**src/rtl/chimera_cluster_pwr_seq_if.sv**
```systemverilog
// Power-sequencer control/status bundle between config registers and one cluster.
// pwr_cycles_o exists only when CHIMERA_PWR_SEQ_CYCLE_CNT_EN is defined.
interface chimera_cluster_pwr_seq_if;
    logic       pwr_req_i;
    logic       isolated_i;
    logic       clr_err_i;
    logic       clk_en_o;
    logic       cluster_rst_no;
    logic       isolate_req_o;
    logic       on_o;
    logic       timeout_o;
    logic [2:0] pwr_state_o;
`ifdef CHIMERA_PWR_SEQ_CYCLE_CNT_EN
    logic [15:0] pwr_cycles_o;
`endif

    modport master (
        output pwr_req_i, isolated_i, clr_err_i,
        input  clk_en_o, cluster_rst_no, isolate_req_o, on_o, timeout_o, pwr_state_o
`ifdef CHIMERA_PWR_SEQ_CYCLE_CNT_EN
        , input pwr_cycles_o
`endif
    );

    modport slave (
        input  pwr_req_i, isolated_i, clr_err_i,
        output clk_en_o, cluster_rst_no, isolate_req_o, on_o, timeout_o, pwr_state_o
`ifdef CHIMERA_PWR_SEQ_CYCLE_CNT_EN
        , output pwr_cycles_o
`endif
    );
endinterface

```
**src/rtl/chimera_cluster_pwr_seq.sv**
```systemverilog
// Per-cluster power sequencer: orders clock gate, reset and AXI isolation on power-up/down.
// Optional power-up counter output enabled by CHIMERA_PWR_SEQ_CYCLE_CNT_EN.
module chimera_cluster_pwr_seq #(
    parameter int unsigned ResetHoldCycles = 8,
    parameter int unsigned ClkSettleCycles = 4,
    parameter int unsigned DrainTimeout    = 256
) (
    input logic                       clk_i,
    input logic                       rst_ni,
    chimera_cluster_pwr_seq_if.slave  bus
);

    localparam int unsigned MaxA   = (ResetHoldCycles > ClkSettleCycles) ? ResetHoldCycles : ClkSettleCycles;
    localparam int unsigned MaxCyc = (MaxA > DrainTimeout) ? MaxA : DrainTimeout;
    localparam int unsigned CntW   = $clog2(MaxCyc) + 1;

    localparam logic [CntW-1:0] HoldLd   = CntW'(ResetHoldCycles - 1);
    localparam logic [CntW-1:0] SettleLd = CntW'(ClkSettleCycles - 1);
    localparam logic [CntW-1:0] DrainLd  = CntW'(DrainTimeout - 1);

    typedef enum logic [2:0] {
        OFF        = 3'd0,
        CLK_ON     = 3'd1,
        RST_REL    = 3'd2,
        DEISO      = 3'd3,
        ON         = 3'd4,
        ISO        = 3'd5,
        RST_ASSERT = 3'd6,
        CLK_OFF    = 3'd7
    } pwrState_e;

    pwrState_e       state, stateNext;
    logic [CntW-1:0] cnt, cntNext;
    logic            timeoutQ, timeoutSet;

    always_ff @(posedge clk_i or negedge rst_ni) begin
        if (!rst_ni) begin
            state    <= OFF;
            cnt      <= '0;
            timeoutQ <= 1'b0;
        end else begin
            state    <= stateNext;
            cnt      <= cntNext;
            // A new timeout takes priority over a simultaneous clear.
            if (timeoutSet)         timeoutQ <= 1'b1;
            else if (bus.clr_err_i) timeoutQ <= 1'b0;
        end
    end

    // The counter is reloaded with (length-1) on entry to every timed state.
    always_comb begin
        stateNext  = state;
        cntNext    = (cnt != '0) ? cnt - 1'b1 : cnt;
        timeoutSet = 1'b0;
        unique case (state)
            OFF: if (bus.pwr_req_i) begin
                stateNext = CLK_ON;
                cntNext   = HoldLd;
            end
            CLK_ON: if (cnt == '0) begin
                stateNext = RST_REL;
                cntNext   = SettleLd;
            end
            RST_REL: if (cnt == '0) stateNext = DEISO;
            DEISO:   if (!bus.isolated_i) stateNext = ON;
            ON: if (!bus.pwr_req_i) begin
                stateNext = ISO;
                cntNext   = DrainLd;
            end
            ISO: begin
                if (bus.isolated_i) begin
                    stateNext = RST_ASSERT;
                    cntNext   = HoldLd;
                end else if (cnt == '0) begin
                    stateNext  = DEISO;
                    timeoutSet = 1'b1;
                end
            end
            RST_ASSERT: if (cnt == '0) begin
                stateNext = CLK_OFF;
                cntNext   = SettleLd;
            end
            CLK_OFF: if (cnt == '0) stateNext = OFF;
            default: stateNext = OFF;
        endcase
    end

    always_comb begin
        bus.clk_en_o       = (state != OFF) && (state != CLK_OFF);
        bus.cluster_rst_no = (state == RST_REL) || (state == DEISO) ||
                             (state == ON) || (state == ISO);
        bus.isolate_req_o  = !((state == DEISO) || (state == ON));
        bus.on_o           = (state == ON);
        bus.timeout_o      = timeoutQ;
        bus.pwr_state_o    = state;
    end

`ifdef CHIMERA_PWR_SEQ_CYCLE_CNT_EN
    logic [15:0] pwrCycles;

    always_ff @(posedge clk_i or negedge rst_ni) begin
        if (!rst_ni)
            pwrCycles <= '0;
        else if ((state == OFF) && bus.pwr_req_i && (pwrCycles != 16'hFFFF))
            pwrCycles <= pwrCycles + 16'd1;
    end

    assign bus.pwr_cycles_o = pwrCycles;
`endif

endmodule

```
**src/flat_wrapper.sv**
```systemverilog
// flat-port wrapper written by rule: the top's interface ports become plain ports
module chimera_cluster_pwr_seq_flat 
#(
    parameter int unsigned ResetHoldCycles = 8,
    parameter int unsigned ClkSettleCycles = 4,
    parameter int unsigned DrainTimeout    = 256
)
  (clk_i, rst_ni, bus_pwr_req_i, bus_isolated_i, bus_clr_err_i, bus_clk_en_o, bus_cluster_rst_no, bus_isolate_req_o, bus_on_o, bus_timeout_o, bus_pwr_state_o);
  chimera_cluster_pwr_seq_if bus_i ();
  input logic clk_i;
  input logic rst_ni;
  input wire logic [$bits(bus_i.pwr_req_i)-1:0] bus_pwr_req_i;
  input wire logic [$bits(bus_i.isolated_i)-1:0] bus_isolated_i;
  input wire logic [$bits(bus_i.clr_err_i)-1:0] bus_clr_err_i;
  output wire logic [$bits(bus_i.clk_en_o)-1:0] bus_clk_en_o;
  output wire logic [$bits(bus_i.cluster_rst_no)-1:0] bus_cluster_rst_no;
  output wire logic [$bits(bus_i.isolate_req_o)-1:0] bus_isolate_req_o;
  output wire logic [$bits(bus_i.on_o)-1:0] bus_on_o;
  output wire logic [$bits(bus_i.timeout_o)-1:0] bus_timeout_o;
  output wire logic [$bits(bus_i.pwr_state_o)-1:0] bus_pwr_state_o;
  assign bus_i.pwr_req_i = bus_pwr_req_i;
  assign bus_i.isolated_i = bus_isolated_i;
  assign bus_i.clr_err_i = bus_clr_err_i;
  assign bus_clk_en_o = bus_i.clk_en_o;
  assign bus_cluster_rst_no = bus_i.cluster_rst_no;
  assign bus_isolate_req_o = bus_i.isolate_req_o;
  assign bus_on_o = bus_i.on_o;
  assign bus_timeout_o = bus_i.timeout_o;
  assign bus_pwr_state_o = bus_i.pwr_state_o;
  chimera_cluster_pwr_seq #(.ResetHoldCycles(ResetHoldCycles), .ClkSettleCycles(ClkSettleCycles), .DrainTimeout(DrainTimeout)) u_core (.clk_i(clk_i), .rst_ni(rst_ni), .bus(bus_i));
endmodule
```
**config.mk**
```make
export PLATFORM = sky130hd
export DESIGN_NAME = chimera_cluster_pwr_seq_flat
export DESIGN_NICKNAME = d
export VERILOG_FILES = /design/src/rtl/chimera_cluster_pwr_seq_if.sv /design/src/rtl/chimera_cluster_pwr_seq.sv /design/src/flat_wrapper.sv
export SDC_FILE = /design/constraint.sdc
export NUM_CORES = 1
export LEC_CHECK = 0
export CAP_MARGIN = 5
export CORE_ASPECT_RATIO = 1.5
export CORE_MARGIN = 2
export CORE_UTILIZATION = 35
export CTS_CLUSTER_SIZE = 10
export DETAILED_ROUTE_END_ITERATION = 12
export GPL_ROUTABILITY_DRIVEN = 0
export GPL_TIMING_DRIVEN = 0
export PLACE_DENSITY = 0.54
export SYNTH_ARGS = -nofsm -noshare
export SYNTH_HDL_FRONTEND = slang
export SYNTH_SLANG_ARGS = --single-unit
```
**constraint.sdc**
```tcl
create_clock -name clk_i -period 1.9 [get_ports clk_i]
set_clock_uncertainty 0.05 [all_clocks]
set_input_delay 0.285 -clock clk_i [delete_from_list [all_inputs] [get_ports clk_i]]
set_output_delay 0.285 -clock clk_i [all_outputs]
set_load 0.03 [all_outputs]
```
---- Word level (Yosys, flattened, before mapping) ----
Cells that the tools add are included.
operators by class
  add/sub/neg operators ................... 1
  $mul .................................... 0
  div/mod/pow operators ................... 0
  order comparisons ....................... 0
  equal/unequal tests ..................... 14
  shift-type cells ........................ 0
  multiplexer cells ....................... 20
  bitwise operators ....................... 0
  reduce and logical (&&, ||, !) cells .... 13
operators by type and width
  operator                                                                 count
  9-bit two-way mux                                                        5
  9-bit case mux with 4 select lines                                       1
  3-bit two-way mux                                                        8
  3-bit case mux with 8 select lines                                       1
  3-bit == test, second input constant                                     4
  9-bit zero test                                                          1
  9-bit nonzero test                                                       1
  9-bit by 1-bit subtractor with 9-bit output, second input constant       1
  3-bit by 2-bit == test with 1-bit output, second input constant          2
  2-bit by 1-bit inequality test with 1-bit output, second input constant  3
  2-bit inequality test, second input constant                             3
  6-bit AND reduction                                                      1
  1-bit two-way mux                                                        5
  1-bit logical OR                                                         4
  3-bit by 1-bit == test with 1-bit output, second input constant          1
  3-bit zero test                                                          1
  3-bit inequality test, second input constant                             1
  3-bit nonzero test                                                       1
  2-bit nonzero test                                                       1
  2-bit OR reduction                                                       1
  1-bit logical AND                                                        1
  1-bit zero test                                                          1
word-level totals
  bits in registers ....................... 13
  latch bits .............................. 0
  memory bits (writable) .................. 0
  ROM bits ................................ 0
  bits of input ports ..................... 5
  output and inout port bits .............. 8
  word-level logic and storage cells ...... 51
  memories ................................ 0

---- Longest topological paths before layout ----
Gate-level depths: netlist of run 1.
  word-level depth ........................ 5
  gate-level depth with buffers ........... 7
  mapped depth without buffers ............ 6

---- Least setup slack after synthesis of run 1 ----
OpenSTA, ideal clock, no wires.
  kind .................................... reg2out
  start point ............................. register u_core.state[1] (netlist: u_core.bus.pwr_state_o[1])
  end point ............................... output port bus_isolate_req_o
  data arrival time ....................... 1.613 ns
  required time ........................... 1.565 ns
  setup slack ............................. -0.048 ns
  cell stages (with the launch flop) ...... 4
  buffers on the path ..................... 1
  cell sequence ........................... dfrtp_1 clkbuf_1 nor2_1 a21oi_1
on the way
  longest elaborated chain between the ends .. 3
  elaborated cells between the ends (all ways) .. 4
  classes of those cells .................. 2 x eq/ne; 2 x reduce/logical
ends and longest elaborated chain
  item                    RTL line                       RTL
  start, declared         chimera_cluster_pwr_seq.sv:32  pwrState_e state, stateNext;
  start signal, assigned  chimera_cluster_pwr_seq.sv:42  state <= stateNext;
  3-bit == test           -
  via bus_on_o            flat_wrapper.sv:18             output wire logic [$bits(bus_i.on_o)-1:0] bus_on_o;
  1-bit logical OR        chimera_cluster_pwr_seq.sv:92  bus.isolate_req_o = !((state == DEISO) || (state == ON));
  1-bit zero test         chimera_cluster_pwr_seq.sv:92
  end, declared           flat_wrapper.sv:17             output wire logic [$bits(bus_i.isolate_req_o)-1:0] bus_isolate_req_o;
The timed path passes the listed nets, and every way through them passes these cells.

---- Worst setup path after layout of run 1 ----
  start point ............................. register u_core.state[1] (netlist: u_core.bus.pwr_state_o[1])
  end point ............................... output port bus_clk_en_o
on the way
  longest elaborated chain between the ends .. 2
  elaborated cells between the ends (all ways) .. 3
  classes of those cells .................. 1 x eq/ne; 2 x reduce/logical
ends and longest elaborated chain
  item                                                                RTL line                       RTL
  3-bit inequality test / 3-bit nonzero test (equally long branches)  chimera_cluster_pwr_seq.sv:89  bus.clk_en_o = (state != OFF) && (state != CLK_OFF);
  1-bit logical AND (*)                                               chimera_cluster_pwr_seq.sv:89
  end, declared                                                       flat_wrapper.sv:15             output wire logic [$bits(bus_i.clk_en_o)-1:0] bus_clk_en_o;
Every way passes the cells marked *; elsewhere a longest branch is shown, timed or not.

==> metrics.txt, run 1 <==
outcome finished clean; Tmin final 1830 ps; dpl cell area 998 um^2; initial antenna violation count 0; clock transition at the registers of the reported paths 90 ps; post-DR vias/cell 5.53; Hold Vio Cnt, Final 0; CP Launch Type flip-flop; fillcell total 225; Setup violations, final 0; DRC viols 0; final core utilization 48.6%; antenna diode count 0; switch share 48.6%; maxcap violations 0; number of flops mapped to enable cells by yosys 0; pre-CTS setup slack -187 ps; Seq/Total Area, Yosys 38.5%; clk buf depth 2; final instance area 1100 um^2; Net Count, Synth 97; PortBufs 12; part of the power in the clock network 8.7%; Avg Cell Area, Syn 9.29 um^2; power per cell area 1800 nW/um^2; Req. time, crit path 1560 ps; CTS root buf clkbuf_4; routed len/inst 15.1 um; WHS 349 ps; RSZ-0062 raised after global routing yes; vias in the first global route 788; CTS tree done; largest net degree at the start of global routing 14; LEAKAGE 0.442 nW; Routed Antenna Nets 0; multi-input logic area 527 um^2; # IOs 13; drt first pass iters 4; Clock Sink Count 13; Syn Std Cell Area 846 um^2; P&R area growth vs syn 29.9%; Synth async-reset ratio 100%; type of the worst setup path flip-flop to output pin; crit-path max FO 10; Crit path arrival time 1490 ps; R2R depth 7; Via Count 752; Detailed Route WL 2050 um; # nets final 120; Final HPWL DP 1540 um; Yosys warnings 0; gr usage total 16.5%; Seq cells post-synth 13; Slew HR 57.6%; initial core utilization 37.4%; Combinational Power Share 64.1%; CP endpoint kind output pin; final critical-path share of the clock period 96.1%; layout cells sized above 1 27.4%; H-tree depth 1; Worst-Skew Late Latency 270 ps; min-delay worst type input pin to async pin; total core area 2260 um^2; die height 64.2 um; sw power 0.958 mW; die area 2830 um^2; fmax 548 MHz; Cell Int Power 1.01 mW; first-pass GRT wire length 3510 um; Worst Slack Setup Final 74.5 ps; Final Max Slew Viols 0; ys flop type dfrtp_1; maximum VDD drop 0.00107 V; CTS Buf Count 3; GRT overflow 0; Initial DRC Count 17; Site Rows 21; Post-Syn Instances 91; Seq pwr share 27.2%; Total Power 1.97 mW; total area of sequential cells 327 um^2; hold bufs inserted after CTS 0; Worst-Margin Slew 634 ps; DIE WIDTH 44.1 um; Yosys cell types 40
Yosys cell counts (2+ instances only):
master | instances | area share (%)
a21o_1 | 2 | 1.8
a21oi_1 | 3 | 1.8
a31oi_1 | 2 | 1.5
clkbuf_1 | 3 | 1.3
dfrtp_1 | 13 | 38
inv_1 | 5 | 2.2
nand2_1 | 5 | 2.2
nand2b_1 | 3 | 2.2
nor2_1 | 7 | 3.1
nor3_1 | 8 | 4.7
nor4_1 | 2 | 1.5
o21ai_0 | 5 | 3.0
or3_1 | 4 | 3.0
xnor2_1 | 2 | 2.1
xor2_1 | 2 | 2.1
worst paths after layout:
check | start | endpoint | slack (ps)
max | u_core.bus.pwr_state_o[1]$_DFFE_PN0P_ | bus_clk_en_o | 70
min | rst_ni | u_core.cnt[2]$_DFF_PN0_ | 350
max reg2reg | u_core.cnt[0]$_DFF_PN0_ | u_core.cnt[3]$_DFF_PN0_ | 120
min reg2reg | u_core.cnt[8]$_DFF_PN0_ | u_core.cnt[8]$_DFF_PN0_ | 490
max in group asynchronous | rst_ni | u_core.bus.pwr_state_o[2]$_DFFE_PN0P_ | 1000
min in group clk_i | u_core.cnt[8]$_DFF_PN0_ | u_core.cnt[8]$_DFF_PN0_ | 490
through the flow:
stage / cells / TNS, ps
after CTS: 132 / 0
after global routing: 136 / -40.3
after global placement: 126 / -1130
final: 136 / 0
after floorplan: 91 / 0
after detailed placement: 126 / -1080
critical path, cell delays in order (launching register included):
cell and delay, ps:
dfrtp_1 410, buf_2 210, nand2_2 120, a2bb2oi_1 160, clkdlybuf4s15_2 310
kinds of logic (layout without fill, tap and decap cells):
kind of cell	count (synthesis)	in the layout	share of synthesized area (%)
xor+xnor	4	4	4.14
mux	1	1	1.18
compound gates	25	25	24.0
fa+ha+maj	1	1	1.48
buf+inv	9	31	4.14
simple gates	38	38	26.6
flops	13	13	38.5
area by class of cell:
type | instances | share of cell area (%)
Multi-Input combinational cell | 69 | 48.0
Sequential cell | 13 | 29.7
Timing Repair Buffer | 18 | 13.8
Tap cell | 23 | 2.62
Clock buffer | 4 | 2.39
Buffer | 4 | 1.82
Inverter | 5 | 1.71
cells in the final DEF, fill, tap and decap left out, types with 2 or more instances in the layout:
cell type / n
dfrtp_1: 12
clkdlybuf4s50_1: 8
nor3_1: 7
nor2_1: 6
buf_4: 6
inv_1: 5
o21ai_0: 5
buf_2: 4
or3_1: 4
nand2_1: 4
nand2b_1: 3
clkbuf_2: 3
clkbuf_4: 3
a31oi_1: 2
xnor2_1: 2
xor2_1: 2
a21oi_1: 2
nor4_1: 2
a21oi_2: 2
a21o_1: 2
power by group through the flow:
stage / Sequential, mW / Clock (mW) / Combinational (mW)
after floorplan: 0.562 / 0 / 0.785
after global placement: 0.531 / 0 / 1.14
after detailed placement: 0.532 / 0 / 1.15
after CTS: 0.533 / 0.182 / 1.23
after global routing: 0.558 / 0.198 / 1.38
final: 0.537 / 0.172 / 1.26
flip-flops by register name, indices dropped and copies added (netlist names):
| name | cells |
|---|---|
| u_core.bus.pwr_state_o | 3 |
| u_core.bus.timeout_o | 1 |
| u_core.cnt | 9 |
layer usage:
layer | routed length (um) | global-route usage, %
met3 | 56 | 2.26
met2 | 1110 | 28.9
met1 | 860 | 19.2
met5 | 0 | 0
met4 | 24 | 7.20
repair_timing:
action | 4_1_cts | 5_1_grt
buffers inserted | 2 | 4
endpoints found under the setup margin | 9 | 10
pin swaps | 1 | 2
resized for setup | 17 | 10
No activity file was read; power rests on OpenSTA's default activity.
==> inputs of run 2 (changes only) <==
- SKIP_LAST_GASP: unset -> 1
==> run 2 against run 1 <==
Compared with the run above: via count is the same; clock-buffer cell count is the same; sequential cell count is the same; total power shrank 0.55%; first-iteration DRC count grew 5.9%; clock power is essentially flat; utilization shrank 0.17 points; combinational power is essentially flat; hold slack is essentially flat; non-clock buffer count is the same.
==> metrics.txt, run 2 (synthesized netlist as in run 1, its figures left out) <==
layout cells sized above 1 25.7% (-1.8 points); Cell Int Power 1.01 mW (-0.75%); die area 2830 um^2 (unchanged); RSZ-0062 raised after global routing yes; Total Power 1.96 mW (-0.55%); Initial DRC Count 18 (+1); final core utilization 48.4% (-0.17 points); initial antenna violation count 0 (unchanged); Final Max Slew Viols 0 (unchanged); die height 64.2 um (unchanged); # nets final 120 (unchanged); commonest non-fill, non-tap cells in the layout 13 x dfrtp_1, 8 x clkdlybuf4s50_1, 7 x nor3_1; Req. time, crit path 1560 ps (about the same); gr usage total 16.5% (unchanged); Seq pwr share 27.3% (about the same); clock transition at the registers of the reported paths 90 ps (about the same); number of flip-flops in the largest register 9 (unchanged); Routed Antenna Nets 0 (unchanged); DIE WIDTH 44.1 um (unchanged); PortBufs 12 (unchanged); switch share 48.7% (+0.10 points); Via Count 752 (unchanged); CP Launch Type flip-flop; CTS Buf Count 3 (unchanged); outcome finished clean; CP endpoint kind output pin; Crit path arrival time 1480 ps (about the same); most common cell after layout, fill and taps aside dfrtp_1; power per cell area 1790 nW/um^2 (-0.21%); worst reg-to-reg setup slack 120 ps (about the same); initial core utilization 37.4% (unchanged); crit-path max FO 10 (unchanged); DRC viols 0 (unchanged); Clock Sink Count 13 (unchanged); met3 WL post-DR 54 um (-3.6%); # IOs 13 (unchanged); hold bufs inserted after CTS 0 (unchanged); Detailed Route WL 2040 um (-0.20%); fmax 552 MHz (+0.74%); wl on met1 857 um (-0.35%); Hold Vio Cnt, Final 0 (unchanged); drt first pass iters 4 (unchanged); largest net degree at the start of global routing 14 (unchanged); clk buf depth 2 (unchanged); final critical-path share of the clock period 95.4% (-0.71 points); total core area 2260 um^2 (unchanged); maxcap violations 0 (unchanged); maximum VDD drop 0.00107 V (-0.60%); first-pass GRT wire length 3510 um (unchanged); end point of the critical path bus_isolate_req_o; Crit Reg-Reg Endpoint u_core.cnt[3]$_DFF_PN0_; DR WL met2 1110 um (unchanged); routed len/inst 15.0 um (-0.20%); Worst-Margin Slew 634 ps (+0.189 ps); antenna diode count 0 (unchanged); Slew HR 57.6% (about the same); min-delay worst type input pin to async pin; GRT overflow 0 (unchanged); Tmin final 1810 ps (-13.4 ps); crit path from u_core.bus.pwr_state_o[2]$_DFFE_PN0P_; part of the power in the clock network 8.8% (about the same); R2R depth 7 (unchanged); H-tree depth 1 (unchanged); type of the worst setup path flip-flop to output pin; sw power 0.955 mW (-0.34%); Final HPWL DP 1540 um (unchanged); CTS tree done; Combinational Power Share 64.0% (about the same); Worst-Skew Late Latency 270 ps (about the same); Top reg by flops u_core.cnt; vias in the first global route 788 (unchanged); Site Rows 21 (unchanged); CTS root buf clkbuf_4; R2R Path Start u_core.cnt[0]$_DFF_PN0_; top layer in use met4; Setup violations, final 0 (unchanged); post-DR vias/cell 5.53 (unchanged); P&R area growth vs syn 29.4%; LEAKAGE 0.445 nW (+0.48%)
==> run 2: worst min-delay path by stage <==
stage,to,depth (start not counted)
floorplan,u_core.bus.pwr_state_o[0]$_DFFE_PN0P_,0
global placement,u_core.cnt[8]$_DFF_PN0_,1
detailed placement,u_core.cnt[8]$_DFF_PN0_,1
CTS,u_core.cnt[2]$_DFF_PN0_,1
global route,u_core.bus.pwr_state_o[1]$_DFFE_PN0P_,1
finish,u_core.cnt[2]$_DFF_PN0_,1
==> run 2: layer usage <==
layer,vias up,global-route usage (%)
met2,12,28.9
met4,0,7.20
met1,353,19.2
met3,2,2.26
met5,-,0
li1,385,-
==> run 2: through the flow <==
step | instance area, um^2 | cells | TNS (ps) | hold slack [ps] | setup WS, ps
6_report | 1090 | 136 | 0 | 349 | 87.9
2_1_floorplan | 850 | 91 | 0 | -60.6 | 70.0
3_3_place_gp | 998 | 126 | -1130 | 465 | -193
3_5_place_dp | 998 | 126 | -1080 | 464 | -187
4_1_cts | 1070 | 132 | -126 | 369 | -126
5_1_grt | 1090 | 136 | -26.0 | 382 | -26.0
==> run 2: area by class of cell <==
class,count,area [um^2]
plain buffers,4,20.0
clock buffers,4,26.3
fillers,228,1160
inverters,5,18.8
multi-input cells,69,524
flip-flops and latches,13,325
well taps,23,28.8
repair buffers,18,151
==> run 2: critical path, stage by stage, from the launching register on <==
cell and delay [ps]:
dfrtp_1 450, buf_2 250, nor2b_1 80, a21oi_2 130, clkdlybuf4s15_2 300
==> run 2: repair_timing <==
action	CTS	global route
setup endpoints to repair	9	10
endpoints found under the hold margin	0	0
resized for setup	14	9
buffers inserted	2	4
pin swaps	1	2
==> run 2: power groups by stage <==
stage	Sequential (mW)	Combinational [mW]	Clock (mW)
detailed placement	0.532	1.15	0
floorplan	0.562	0.785	0
CTS	0.533	1.22	0.182
global placement	0.531	1.14	0
finish	0.535	1.25	0.172
global route	0.556	1.37	0.198
==> inputs of run 3 (changes only) <==
--- a/constraint.sdc
+++ b/constraint.sdc
@@ -3,3 +3,3 @@
 set_input_delay 0.285 -clock clk_i [delete_from_list [all_inputs] [get_ports clk_i]]
 set_output_delay 0.285 -clock clk_i [all_outputs]
-set_load 0.03 [all_outputs]
+set_load 0.01 [all_outputs]
==> run 3 against run 2 <==
Compared with the run above: total power down 7.4%; die area unchanged; via count up 2.8%; hold slack worse by 12 ps; largest cell class unchanged; critical path depth up 2; clock power about the same; utilization up 0.22 points; register-to-register slack worse by 30 ps; sequential share of layout area about the same; sequential power up 0.9%; clock-buffer cell count unchanged.
==> metrics.txt, run 3 (synthesized netlist as in run 1, its figures left out) <==
outcome finished clean; CTS Buf Count 3 (unchanged); R2R Path Start u_core.cnt[0]$_DFF_PN0_; post-layout instance count excluding filler cells 133 (-2.2%); die height 64.2 um (unchanged); DR WL met2 1130 um (+1.6%); fmax 552 MHz (+0.10%); dpl cell area 995 um^2 (-0.38%); P&R area growth vs syn 30.0%; Final HPWL DP 1570 um (+2.0%); R2R depth 6 (-1); antenna diode count 0 (unchanged); gr usage total 16.2% (-0.35 points); Crit path largest cell delay 400 ps (-50 ps); largest net degree at the start of global routing 14 (unchanged); maxcap violations 0 (unchanged); final core utilization 48.7% (+0.22 points); CP Launch Type flip-flop; first-pass GRT wire length 3410 um (-3.0%); H-tree depth 1 (unchanged); drt first pass iters 4 (unchanged); min-delay worst type input pin to async pin; Site Rows 21 (unchanged); layout cells sized above 1 21.8% (-3.8 points); CTS tree done; most common cell after layout, fill and taps aside dfrtp_1; Final Max Slew Viols 0 (unchanged); setup TNS 0 ps (unchanged); LEAKAGE 0.445 nW (about the same); Worst-Skew Late Latency 270 ps (about the same); power per cell area 1650 nW/um^2 (-7.8%); Setup violations, final 0 (unchanged); met3 WL post-DR 46 um (-15%); final instance area 1100 um^2 (+0.46%); cell total after placement 126 (unchanged); total core area 2260 um^2 (unchanged); commonest non-fill, non-tap cells in the layout 12 x dfrtp_1, 8 x clkdlybuf4s50_1, 7 x nor2_1, 7 x nor3_1, 6 x clkbuf_4; Via Count 773 (+2.8%); Req. time, crit path 2000 ps (+440 ps); CP cell instances inv_1 -> ha_1 -> nor3b_4 -> nand3_4 -> a221oi_4 -> o21ai_0; CTS root buf clkbuf_4; maximum VDD drop 0.000779 V (-27%); die area 2830 um^2 (unchanged); GRT overflow 0 (unchanged); Worst-Margin Slew 605 ps (-29.4 ps); hold bufs inserted after CTS 0 (unchanged); Clock Sink Count 13 (unchanged); # IOs 13 (unchanged); initial core utilization 37.4% (unchanged); clk buf depth 2 (unchanged); # nets final 117 (-2.5%); Worst Slack Setup Final 89.8 ps (+1.89 ps); clock transition at the registers of the reported paths 80 ps (about the same); top layer in use met4; CP endpoint kind flip-flop; Total Power 1.82 mW (-7.4%); type of the worst setup path flip-flop to flip-flop; Tmin final 1810 ps (-1.89 ps); WHS 337 ps (-12.1 ps); wl on met1 855 um (-0.23%); Routed Antenna Nets 0 (unchanged); routed len/inst 15.4 um (+2.5%); Crit path arrival time 1910 ps (+430 ps); Detailed Route WL 2050 um (+0.24%); number of flip-flops in the largest register 9 (unchanged); DRC viols 0 (unchanged); Top reg by flops u_core.cnt; Slew HR 59.5% (+2.0 points); worst reg-to-reg setup slack 90 ps (-30 ps); fillcell total 239 (+4.8%); CP max-delay cell dfrtp_1; Hold Vio Cnt, Final 0 (unchanged); final critical-path share of the clock period 95.3% (-0.10 points); crit path from u_core.cnt[0]$_DFF_PN0_; post-DR vias/cell 5.81 (+5.1%); PortBufs 12 (unchanged); initial antenna violation count 0 (unchanged); vias in the first global route 792 (+0.51%); RSZ-0062 raised after global routing yes; pre-CTS setup slack -178 ps (+8.41 ps); DIE WIDTH 44.1 um (unchanged); crit-path max FO 5 (-5); Initial DRC Count 5 (-13)
==> run 3: area by class of cell <==
cell class / instances / area [um^2] / area share (%)
Timing Repair Buffer: 15 / 150 / 13.7
Buffer: 4 / 27.5 / 2.50
Clock buffer: 4 / 26.3 / 2.39
Tap cell: 23 / 28.8 / 2.62
Inverter: 5 / 18.8 / 1.71
Multi-Input combinational cell: 69 / 522 / 47.4
Sequential cell: 13 / 327 / 29.7
==> run 3: worst max-delay path: cells and delay by family, from the launching register on <==
kind            cells  cell delay (ps)
compound gates      2              530
simple gates        2              430
flops               1              400
fa+ha+maj           1              190
buf+inv             1               80
==> run 3: power breakdown <==
group,internal (mW),total [mW],leakage [nW],switching [mW]
clock network,0.0813,0.175,0.0150,0.0933
logic,0.521,1.10,0.270,0.581
registers,0.391,0.540,0.160,0.149
total,0.993,1.82,0.445,0.823
==> run 3: path summary, 6_finish.rpt <==
check,end
min in group clk_i,u_core.cnt[8]$_DFF_PN0_
worst min-delay path,u_core.cnt[7]$_DFF_PN0_
worst min register to register,u_core.cnt[8]$_DFF_PN0_
worst max-delay path,u_core.cnt[4]$_DFF_PN0_
worst max register to register,u_core.cnt[4]$_DFF_PN0_
max in group asynchronous,u_core.bus.pwr_state_o[2]$_DFFE_PN0P_
==> run 3: what timing repair did <==
item,in CTS,in global routing
buffers inserted,1,2
pin swaps,1,2
setup endpoints to repair,9,5
resized for setup,16,1
==> run 3: per-layer routing <==
layer | GRT usage, % | vias up
met2 | 28.9 | 10
met3 | 1.98 | 2
met4 | 8.33 | 0
met5 | 0 | -
li1 | - | 381
met1 | 17.8 | 380
